**src/rtl/cb_drive_arbiter.sv**
```systemverilog
// Round-robin owner arbitration for the shared synchronous drive side of an interface.
// One owner drives b at a time, owners are separated by a one-cycle gap, and stalls time out.
module cb_drive_arbiter #(
   parameter int N       = 4,
   parameter int DW      = 8,
   parameter int TIMEOUT = 16
) (
   input  logic                 clk,
   input  logic                 rst_n,
   input  logic [N-1:0]         req,
   input  logic [N*DW-1:0]      req_data,
   input  logic [N-1:0]         req_last,
   output logic [N-1:0]         grant,
   output logic [DW-1:0]        b_data,
   output logic                 b_valid,
   input  logic                 a_ack,
   output logic                 err_timeout,
   output logic [$clog2(N)-1:0] err_id,
   output logic [15:0]          xfer_cnt
);

   localparam int IW = $clog2(N);
   localparam int WW = (TIMEOUT > 1) ? $clog2(TIMEOUT) : 1;

   typedef enum logic [1:0] {IDLE, BUSY, GAP} state_t;

   state_t        state, state_nxt;
   logic [IW-1:0] owner, owner_nxt;
   logic [IW-1:0] rr_ptr, rr_ptr_nxt;
   logic [IW-1:0] err_id_nxt;
   logic [IW-1:0] win;
   logic          win_ok;
   logic [WW-1:0] wait_cnt, wait_cnt_nxt;
   logic          err_nxt;
   logic [15:0]   xfer_nxt;
   logic          accept;

   // Scan backwards so the requester closest to ptr is the last one written, i.e. the winner.
   function automatic logic [IW:0] pick(input logic [N-1:0] r, input logic [IW-1:0] ptr);
      logic [IW:0] res;
      int          idx;
      res = '0;
      for (int k = N - 1; k >= 0; k--) begin
         idx = (int'(ptr) + k) % N;
         if (r[idx]) res = {1'b1, idx[IW-1:0]};
      end
      return res;
   endfunction

   function automatic logic [IW-1:0] next_idx(input logic [IW-1:0] o);
      return (o == IW'(N - 1)) ? '0 : o + 1'b1;
   endfunction

   always_comb begin
      grant   = '0;
      b_valid = 1'b0;
      b_data  = '0;
      if (state == BUSY) begin
         grant[owner] = 1'b1;
         b_valid      = req[owner];
         if (req[owner]) b_data = req_data[int'(owner) * DW +: DW];
      end
   end

   always_comb begin
      state_nxt    = state;
      owner_nxt    = owner;
      rr_ptr_nxt   = rr_ptr;
      wait_cnt_nxt = '0;
      err_nxt      = 1'b0;
      err_id_nxt   = err_id;
      xfer_nxt     = xfer_cnt;
      {win_ok, win} = pick(req, rr_ptr);
      accept       = (state == BUSY) && req[owner] && a_ack;

      case (state)
         IDLE, GAP: begin
            if (win_ok) begin
               state_nxt = BUSY;
               owner_nxt = win;
            end else begin
               state_nxt = IDLE;
            end
         end
         BUSY: begin
            if (accept) xfer_nxt = xfer_cnt + 16'd1;
            // Release priority: final beat accepted, then withdrawal, then stall timeout.
            if ((accept && req_last[owner]) || !req[owner]) begin
               state_nxt  = GAP;
               rr_ptr_nxt = next_idx(owner);
            end else if (!a_ack && (wait_cnt == WW'(TIMEOUT - 1))) begin
               state_nxt  = GAP;
               rr_ptr_nxt = next_idx(owner);
               err_nxt    = 1'b1;
               err_id_nxt = owner;
            end else if (!a_ack) begin
               wait_cnt_nxt = wait_cnt + 1'b1;
            end
         end
         default: state_nxt = IDLE;
      endcase
   end

   always_ff @(posedge clk) begin
      if (!rst_n) begin
         state       <= IDLE;
         owner       <= '0;
         rr_ptr      <= '0;
         wait_cnt    <= '0;
         err_timeout <= 1'b0;
         err_id      <= '0;
         xfer_cnt    <= '0;
      end else begin
         state       <= state_nxt;
         owner       <= owner_nxt;
         rr_ptr      <= rr_ptr_nxt;
         wait_cnt    <= wait_cnt_nxt;
         err_timeout <= err_nxt;
         err_id      <= err_id_nxt;
         xfer_cnt    <= xfer_nxt;
      end
   end

endmodule

```
**config.mk**
```make
export PLATFORM = sky130hd
export DESIGN_NAME = cb_drive_arbiter
export DESIGN_NICKNAME = d
export VERILOG_FILES = /design/src/rtl/cb_drive_arbiter.sv
export SDC_FILE = /design/constraint.sdc
export NUM_CORES = 1
export LEC_CHECK = 0
export BUFFER_PORTS_ARGS = -buffer_cell sky130_fd_sc_hd__buf_4
export CAP_MARGIN = 15
export CORE_MARGIN = 8
export CORE_UTILIZATION = 45
export DETAILED_ROUTE_END_ITERATION = 10
export GPL_ROUTABILITY_DRIVEN = 1
export GPL_TIMING_DRIVEN = 0
export PLACE_DENSITY = 0.76
export SYNTH_ARGS = -nofsm -noshare
export SYNTH_HDL_FRONTEND = slang
export SYNTH_SLANG_ARGS = --single-unit
export TNS_END_PERCENT = 10
```
**constraint.sdc**
```tcl
create_clock -name clk -period 2.6 [get_ports clk]
set_input_delay 0.52 -clock clk [delete_from_list [all_inputs] [get_ports clk]]
set_output_delay 0.52 -clock clk [all_outputs]
set_load 0.02 [all_outputs]
```
## Word-level counts from Yosys, hierarchy flattened

Index checks and enable logic that the tools add are counted.

- Register bits after elaboration: 29
- Bits in latches: 0
- RAM bits: 0
- Bits in read-only memories: 0
- Input bits: 43
- Output and inout port bits: 32
- Logic and storage cells: 84
- Memories: 0

- $add $sub $neg: 6
- $mul: 0
- Div/mod/pow operators: 0
- Order comparisons: 6
- Equal/unequal tests: 5
- Shift operators: 1
- Muxes and demuxes: 33
- Bitwise logic cells: 6
- Reductions and logical operators: 20

Operators with widths:

| cell | count |
|---|---|
| indexed part select 32 x 6 -> 8 bit | 1 |
| adder 16 x 1 -> 16 bit (second input constant) | 1 |
| two-way mux 8 bit | 2 |
| two-way mux 1 bit | 13 |
| binary-select mux 1 bit (select 2 bit) | 6 |
| < comparator 3 x 4 -> 1 bit (second input constant) | 3 |
| two-way mux 3 bit | 4 |
| two-way mux 2 bit | 5 |
| OR reduction 2 bit | 4 |
| < comparator 2 x 3 -> 1 bit (second input constant) | 2 |
| AND reduction 2 bit | 3 |
| logical AND 1 bit | 5 |
| OR reduction 5 bit | 1 |
| adder 2 x 1 -> 2 bit (second input constant) | 2 |
| adder 2 bit (second input constant) | 2 |
| adder 4 x 1 -> 4 bit (second input constant) | 1 |
| equality test 2 bit (second input constant) | 2 |
| equality test 4 bit (second input constant) | 1 |
| two-way mux 4 bit | 1 |
| case mux 2 bit (2 select lines) | 1 |
| AND 1 bit (first input constant) | 3 |
| inequality test 3 x 1 -> 1 bit (second input constant) | 1 |
| inverter 1 bit | 3 |
| AND reduction 3 bit | 1 |
| 8 further kinds | 9 |

## Depth between registers and ports, before layout

Gate-level depths: netlist of run 1.

- Depth after elaboration: 12
- Depth in mapped cells: 7
- Gate-level depth less buffers: 5

## Worst setup path before layout of run 1

OpenSTA, ideal clock, no wires.

- Path type: register -> output
- Start: register owner[0]
- End: output port b_data[1]
- Data arrival time: 1.729 ns
- Data required time: 2.080 ns
- Setup slack: 0.351 ns
- Stages on the path, launching flop included: 5
- Path buffers: 2
- Cell sequence: dfxtp_1 > buf_2 > buf_1 > mux4_2 > and3_1

- Longest elaborated chain between the ends: 4
- Elaborated cells on any way between the ends: 5
- Those cells by class: shift: 1; mux: 4

RTL lines:

| element | line | text |
|---|---|---|
| start: declaration | 28 | `logic [IW-1:0] owner, owner_nxt;` |
| start signal: assignment | 115 | `owner <= owner_nxt;` |
| branches (longest 2 deep; another with indexed part select 32 x 6 -> 8 bit) | - |  |
| two-way mux 8 bit (*) | 61 | `if (req[owner]) b_data = req_data[int'(owner) * DW +: DW];` |
| two-way mux 8 bit (*) | 58 | `if (state == BUSY) begin` |
| end: declaration | 14 | `output logic [DW-1:0] b_data,` |

Every way passes the cells marked *. The select of a mux whose other input is x is not followed.

## Worst setup path after layout of run 1

- Start: register owner[1]
- End: output port b_valid

- Longest elaborated chain between the ends: 3

RTL lines:

| element | line | text |
|---|---|---|
| binary-select mux 1 bit (select 2 bit) | 60 | `b_valid = req[owner];` |
| two-way mux 1 bit (not written as such) | 60 |  |
| two-way mux 1 bit | 58 |  |
| end: declaration | 15 | `output logic b_valid,` |

Every way passes these cells. The select of a mux whose other input is x is not followed.

==> results.py, run 1 <==
metrics = {
    "clock_tree": {
        "clkTransAtPathRegs_ns": 0.06,
        "cts_tree": "built",
        "cts.hold.buffers_added": 0,
        "h-tree-depth": 2,
        "cts_buffers": 5,
        "cts_buffer_depth": 2,
        "cts.sinks": 29,
        "clk_latency_ns": 0.28,
        "cts_root_buf": "clkbuf_8",
    },
    "yosys": {
        "synth.avg_cell_area_sq_um": 9.14,
        "synth.top_cell.area_share_pct": 33.2,
        "synth_cells": 191,
        "yosysMostFrequentCell": "dfxtp_1",
        "synth-seq-cells": 29,
        "synth.area.top_cells": "dfxtp_1 33%, mux4_2 13%, and3_1 4.3%",
        "synth-async-reset-ratio_pct": 0,
        "yosysSeqAreaShare_pct": 33.2,
        "syn-cell-area_sq_um": 1750,
        "synth_edf_count": 0,
        "yosysTopAreaCell": "dfxtp_1",
        "syn_nets": 240,
        "yosysWarnings": 0,
        "synth.distinct_cells": 36,
        "ys.flop_type": "dfxtp_1",
        "yosys-top-cells-count": "29 x dfxtp_1, 18 x nor2_1, 14 x a21oi_1",
    },
    "routing": {
        "vias_per_cell": 5.39,
        "vias": 1726,
        "initialDrtViolationCount": 88,
        "ant_nets": 0,
        "drt-total-wl_microns": 5070,
        "drcViolationCount": 0,
        "drt_pass1_iterations": 4,
        "wl_per_cell_microns": 15.8,
    },
    "finish": {
        "ff_latch_area_sq_um": 582,
        "fillCellCount": 335,
        "num-nets-final": 320,
        "finalNonFillerCells": 320,
        "diodes": 0,
        "multi_input_area_sq_um": 1080,
        "fin_area_sq_um": 2450,
        "syn2layout_area_growth_pct": 40.5,
        "layout-drive-gt1-share_pct": 37.9,
    },
    "status": {
        "status": "finished clean",
    },
    "floorplanning": {
        "core-area_sq_um": 3690,
        "pin_count": 75,
        "die_x_microns": 78.3,
        "start_util_pct": 47.4,
        "die_h_microns": 78.3,
        "num_rows": 22,
        "dieArea_sq_um": 6130,
    },
    "timing": {
        "fin_setup_tns_ns": 0,
        "rsz0062_at_grt": "false",
        "final.min_clock_period_ns": 2.44,
        "relSlewSlack_pct": 62.5,
        "tightest_slew_ns": 0.563,
        "clock.fmax_mhz": 410,
        "hold_viol_final": 0,
        "clock_skew_ns": 0.00784,
        "slew_viol_final": 0,
        "layout_setup_ws_ns": 0.162,
        "finalSetupViolations": 0,
        "post-route-period-util_pct": 93.8,
    },
    "worst_setup_path": {
        "critPathRequiredTime_ns": 2.08,
        "r2r_slack_ns": 0.72,
        "start_kind": "flop",
        "worstSetupPathType": "reg -> out",
        "cp-end-kind": "primary output",
        "cp_max_fo": 19,
        "cp.arrival_ns": 1.92,
    },
    "global_routing": {
        "antenna_found_initial": 0,
        "grt_pass1_vias": 1724,
        "gr-usage-all-layers_pct": 16.7,
        "grt_pass1_wl_microns": 8310,
        "grt_max_degree": 20,
        "grt-ovfl-total": 0,
    },
    "placement": {
        "dp.cells": 311,
        "hpwl_microns": 3950,
        "place_congestion": 0.776,
        "port_buffers": 72,
        "place_ws_ns": 0.0181,
        "place_area_sq_um": 2350,
    },
    "hold_path": {
        "min_path_type": "reg -> reg",
    },
    "power": {
        "irDropWorstVdd_mv": 0.452,
        "p_per_area_nw_per_um2": 443,
        "p_total_mw": 1.09,
        "power_leakage_nw": 1.08,
    },
    "flow_run": {
        "drv_cap": 0,
    },
}
==> power breakdown <==
part	switching (mW)	internal [mW]	total, mW	leakage [nW]
logic	0.126	0.138	0.263	0.799
clock network	0.166	0.185	0.351	0.0450
registers	0.0156	0.457	0.473	0.235
==> registers in the layout, summed over array words and instances (netlist names) <==
name / cells
state: 2
wait_cnt: 4
owner: 2
xfer_cnt: 16
err_id: 2
err_timeout: 1
rr_ptr: 2
==> final timing paths <==
kind | from | to | cells past startpoint
worst max-delay path | owner[1] | b_valid | 4
worst min-delay path | wait_cnt[0] | wait_cnt[0] | 1
worst max register to register | owner[0] | rr_ptr[1] | 5
worst min register to register | wait_cnt[0] | wait_cnt[0] | 1
==> routing by layer <==
metal | vias to the layer above | share of wire (%) | GRT usage, %
li1 | 871 | - | -
met1 | 822 | 44 | 19.7
met2 | 25 | 52 | 29.2
met3 | 8 | 2.8 | 3.19
met4 | 0 | 1.4 | 6.11
met5 | - | 0 | 0
==> cells by family (layout without fill, tap and decap cells) <==
kind of cell,after synthesis,after routing,synth area share [%]
xor+xnor,7,7,3.51
flops,29,29,33.2
compound gates,34,34,12.2
fa+ha+maj,6,6,4.30
mux,15,15,15.9
simple gates,78,78,25.9
buf+inv,22,103,4.94
==> cell type report <==
type,count,area share (%)
Multi-Input combinational cell,140,44.0
Sequential cell,29,23.7
Timing Repair Buffer,74,22.6
Clock buffer,6,2.96
Tap cell,48,2.45
Buffer,11,2.29
Inverter,10,1.53
Clock inverter,2,0.408
==> layout by cell type, fill, tap and decap left out, types with 2 or more instances in the layout <==
cell type  Yosys  routed
ha_1           6       6
mux2i_1        3       3
o21ai_0        2       2
inv_1         10      10
nand3_1       11      11
o221ai_1       4       4
a211o_1        2       2
nand4_1        4       4
dfxtp_1       29      28
a21oi_1       14      14
o21ai_1        5       5
nand2_1        9       9
or4_1          4       4
clkbuf_8       0       5
or3_1          5       5
nand4_4        2       2
and2_1         5       5
and3_1        12      12
o31ai_1        4       4
clkbuf_1       8       7
and4_1         2       2
xor2_1         5       5
buf_2          3       2
nor2_1        18      18
buf_4          0      74
mux2_2         2       2
xnor2_1        2       2
mux4_2        10      10
clkinv_2       0       2
==> per-stage QoR <==
step                      util, %  hold slack [ns]
after detailed placement     63.6            0.453
after CTS                    65.9            0.461
after floorplan                 -            0.418
after global placement       63.6            0.430
final                        66.5            0.465
after global routing         66.5            0.468
==> critical path: stages (launching register included) <==
cell	delay (ns)
dfxtp_2	0.40
mux4_2	0.56
clkbuf_4	0.25
and2_1	0.25
buf_4	0.18
==> timing repair <==
item	in CTS	in global routing
pin swaps	0	0
resized for setup	3	4
buffers inserted	0	2
endpoints found under the setup margin	10	11
Power figures use the tool's default switching activity.
==> inputs of run 2 (changes only) <==
Settings changed: CAP_MARGIN 15 to 25, CORE_UTILIZATION 45 to 35, PLACE_DENSITY 0.76 to default.
==> results.py, run 2 (synthesis gave the netlist of run 1 again) <==
metrics = {
    "status": {
        "status": "finished clean",
    },
    "clock_tree": {
        "clk_latency_ns": 0.27,
        "cts_root_buf": "clkbuf_8",
        "clkTransAtPathRegs_ns": 0.06,
        "cts.sinks": 29,
        "cts_buffer_depth": 2,
        "cts_tree": "built",
        "cts_buffers": 5,
        "h-tree-depth": 2,
        "cts.hold.buffers_added": 0,
    },
    "timing": {
        "hold_slack_ns": 0.456,
        "slew_viol_final": 0,
        "relSlewSlack_pct": 62.7,
        "clock_skew_ns": 0.00344,
        "finalSetupViolations": 0,
        "clock.fmax_mhz": 403,
        "final.min_clock_period_ns": 2.48,
        "post-route-period-util_pct": 95.4,
        "tightest_slew_ns": 0.559,
        "rsz0062_at_grt": "false",
        "hold_viol_final": 0,
    },
    "placement": {
        "dp.cells": 330,
        "place_area_sq_um": 2370,
        "place_congestion": 0.788,
        "hpwl_microns": 4130,
        "port_buffers": 72,
    },
    "worst_setup_path": {
        "cp-end-kind": "primary output",
        "critPathRequiredTime_ns": 2.08,
        "r2r_cells": 5,
        "r2r_start": "owner[0]",
        "cp.arrival_ns": 1.96,
        "worstSetupPathType": "reg -> out",
        "rr_endpoint": "rr_ptr[1]",
        "start_kind": "flop",
        "cp_max_fo": 19,
        "r2r_slack_ns": 0.73,
    },
    "floorplanning": {
        "die_h_microns": 86.6,
        "start_util_pct": 36.7,
        "pin_count": 75,
        "core-area_sq_um": 4750,
        "dieArea_sq_um": 7510,
        "die_x_microns": 86.6,
        "num_rows": 25,
    },
    "global_routing": {
        "grt-ovfl-total": 0,
        "grt_pass1_wl_microns": 8550,
        "gr-usage-all-layers_pct": 14.2,
        "grt_pass1_vias": 1747,
        "antenna_found_initial": 0,
        "grt_max_degree": 11,
    },
    "routing": {
        "initialDrtViolationCount": 54,
        "drt_pass1_iterations": 4,
        "vias": 1718,
        "drcViolationCount": 0,
        "ant_nets": 0,
        "vias_per_cell": 5.10,
        "drt-total-wl_microns": 5210,
        "wl_per_cell_microns": 15.5,
    },
    "finish": {
        "finalNonFillerCells": 337,
        "syn2layout_area_growth_pct": 41.3,
        "diodes": 0,
        "layout-drive-gt1-share_pct": 37.4,
        "final_util_pct": 51.9,
        "num-nets-final": 319,
        "layout_common_cells": "74 x buf_4, 28 x dfxtp_1, 18 x nor2_1",
        "layout_commonest_cell": "buf_4",
        "largest_register_ffs": 16,
        "reg.largest.list": "xfer_cnt x16, wait_cnt x4",
        "fin_area_sq_um": 2470,
        "regMostFlops": "xfer_cnt",
    },
    "power": {
        "irDropWorstVdd_mv": 0.282,
        "p_per_area_nw_per_um2": 445,
        "power_leakage_nw": 1.07,
        "p_total_mw": 1.10,
    },
    "hold_path": {
        "min_delay_worst_endpoint": "wait_cnt[0]",
        "min_path_type": "reg -> reg",
        "holdPathStages": 1,
        "hp-start": "wait_cnt[0]",
    },
    "flow_run": {
        "drv_cap": 0,
    },
}
## run 2: per-layer routing
| metal | GRT usage (%) | up-vias | wire, microns |
|---|---|---|---|
| met5 | 0 | - | 0 |
| met4 | 4.38 | 0 | 69 |
| met3 | 3.21 | 8 | 161 |
| met2 | 24.4 | 26 | 2630 |
| met1 | 17.2 | 826 | 2350 |
| li1 | - | 858 | - |
## run 2: worst max-delay path: stages, from the launching register on
cell and delay [ns]:
dfxtp_2 0.41, mux4_2 0.57, buf_2 0.27, and2_1 0.27, buf_4 0.18
## run 2: where the power goes
part	internal, mW	leakage (nW)	total, mW	switching, mW
sequential	0.457	0.235	0.472	0.0145
combinational	0.133	0.793	0.259	0.126
clock	0.209	0.0443	0.368	0.158
## run 2: per-stage QoR
step / setup TNS, ns / worst slack [ns]
floorplan: 0 / 0.351
global placement: -0.0915 / -0.0299
detailed placement: -0.107 / -0.0260
CTS: 0 / 0.00996
global route: 0 / 0.0268
finish: 0 / 0.119
## run 2: cell type report
cell class,count,area [sq um]
sequential,29,582
tap,67,83.8
multi-input combinational,140,1080
fill,474,2290
timing repair buffer,73,548
inverter,10,37.5
buffer,11,50.0
clock buffer,7,86.3
## run 2: what timing repair did
item / 4_1_cts / 5_1_grt
gates resized for setup: 4 / 2
buffers inserted: 1 / 0
pin swaps: 0 / 0
setup endpoints to repair: 10 / 8
## run 2: how the worst max path moves through the flow
stage	from	endpoint	slack [ns]	depth (start not counted)
floorplan	owner[0]	b_data[1]	0.35	4
global placement	req[3]	b_data[0]	-0.03	6
detailed placement	req[3]	b_data[0]	-0.03	6
CTS	owner[0]	b_data[2]	0.01	5
global route	owner[0]	b_data[2]	0.03	5
finish	owner[1]	b_valid	0.12	4
==> inputs of run 3 (changes only) <==
Settings changed: CORE_UTILIZATION 35 to 40, GPL_ROUTABILITY_DRIVEN 1 to 0, PLACE_DENSITY from default to 0.69.
==> results.py, run 3 (synthesis gave the netlist of run 1 again) <==
metrics = {
    "status": {
        "status": "finished clean",
    },
    "timing": {
        "relSlewSlack_pct": 59.1,
        "hold_viol_final": 0,
        "tightest_slew_ns": 0.614,
        "post-route-period-util_pct": 96.1,
        "layout_setup_ws_ns": 0.100,
        "finalSetupViolations": 0,
        "clock.fmax_mhz": 400,
        "slew_viol_final": 0,
        "clock_skew_ns": 0.00423,
        "final.min_clock_period_ns": 2.50,
        "rsz0062_at_grt": "false",
    },
    "worst_setup_path": {
        "worstSetupPathType": "reg -> out",
        "start_kind": "flop",
        "cp_max_fo": 19,
        "r2r_cells": 6,
        "cp.arrival_ns": 1.98,
        "critPathRequiredTime_ns": 2.08,
        "cp-end-kind": "primary output",
        "r2r_slack_ns": 0.75,
    },
    "routing": {
        "drt-total-wl_microns": 4930,
        "vias_per_cell": 5.32,
        "vias": 1712,
        "wl_per_cell_microns": 15.3,
        "drcViolationCount": 0,
        "drt_pass1_iterations": 4,
        "initialDrtViolationCount": 76,
        "ant_nets": 0,
    },
    "global_routing": {
        "grt_pass1_vias": 1639,
        "antenna_found_initial": 0,
        "grt_max_degree": 20,
        "gr-usage-all-layers_pct": 15.4,
        "grt_pass1_wl_microns": 8000,
        "grt-ovfl-total": 0,
    },
    "finish": {
        "reg.largest.list": "xfer_cnt x16, wait_cnt x4",
        "layout-drive-gt1-share_pct": 37.8,
        "regMostFlops": "xfer_cnt",
        "diodes": 0,
        "syn2layout_area_growth_pct": 40.6,
        "fin_area_sq_um": 2460,
        "num-nets-final": 318,
        "layout_common_cells": "73 x buf_4, 28 x dfxtp_1, 18 x nor2_1",
        "largest_register_ffs": 16,
        "layout_commonest_cell": "buf_4",
    },
    "floorplanning": {
        "pin_count": 75,
        "start_util_pct": 40.7,
        "core-area_sq_um": 4290,
        "die_h_microns": 82.1,
        "die_x_microns": 82.1,
        "dieArea_sq_um": 6740,
        "num_rows": 24,
    },
    "power": {
        "p_per_area_nw_per_um2": 461,
        "irDropWorstVdd_mv": 0.326,
        "power_leakage_nw": 1.08,
    },
    "clock_tree": {
        "cts_buffers": 5,
        "cts_root_buf": "clkbuf_8",
        "cts_buffer_depth": 2,
        "clk_latency_ns": 0.28,
        "h-tree-depth": 2,
        "post-cts-setup-buffers": 0,
        "cts_tree": "built",
        "cts.sinks": 29,
        "clkTransAtPathRegs_ns": 0.06,
    },
    "placement": {
        "place_area_sq_um": 2350,
        "hpwl_microns": 3930,
        "place_ws_ns": -0.0346,
        "port_buffers": 72,
    },
    "hold_path": {
        "holdPathStages": 1,
        "min_path_type": "reg -> reg",
    },
    "flow_run": {
        "drv_cap": 0,
    },
}
## run 3: changes by cell type in the layout (fill, tap and decap cells not counted)
cell	delta
buf_4	-1
clkbuf_1	-1
clkbuf_8	+1
clkinv_2	+1
## run 3: final cells by class
cell class | instances | area [sq um]
plain buffers | 11 | 50.0
clock buffers | 7 | 96.3
clock inverters | 1 | 5.00
fillers | 405 | 1840
inverters | 10 | 37.5
multi-input cells | 140 | 1080
flip-flops and latches | 29 | 582
well taps | 52 | 65.1
repair buffers | 72 | 541
## run 3: worst max-delay path: stages (launching register included)
cell and delay (ns):
dfxtp_2 0.40, mux4_2 0.61, buf_2 0.26, and2_1 0.25
buf_4 0.18
## run 3: layer usage
layer | track usage [%] | vias to the layer above | routed length (microns)
met3 | 2.84 | 6 | 224
met2 | 25.8 | 31 | 2490
li1 | - | 862 | -
met5 | 0 | - | 0
met1 | 18.8 | 813 | 2140
met4 | 6.49 | 0 | 78
## run 3: power by group
part / switching [mW] / internal, mW
sequential: 0.0150 / 0.457
clock: 0.168 / 0.239
combinational: 0.123 / 0.131
total: 0.306 / 0.826
## run 3: path summary, 6_finish.rpt
check / endpoint / startpoint
worst max-delay path: b_valid / owner[1]
worst max register to register: rr_ptr[1] / owner[1]
worst min register to register: wait_cnt[0] / wait_cnt[0]
worst min-delay path: wait_cnt[0] / wait_cnt[0]
## run 3: timing repair
item / 4_1_cts / 5_1_grt
setup endpoints to repair: 10 / 4
hold buffers: 0 / 0
resized for setup: 3 / 2
## run 3: per-stage QoR
stage	TNS, ns	total power, mW	cells	util, %	hold slack (ns)
6_report	0	1.13	322	57.2	0.466
5_1_grt	0	1.19	322	57.2	0.495
4_1_cts	0	1.14	322	57.2	0.464
3_5_place_dp	-0.0795	0.737	315	54.8	0.455
3_3_place_gp	-0.133	0.735	315	54.8	0.436
2_1_floorplan	0	0.629	191	-	0.418
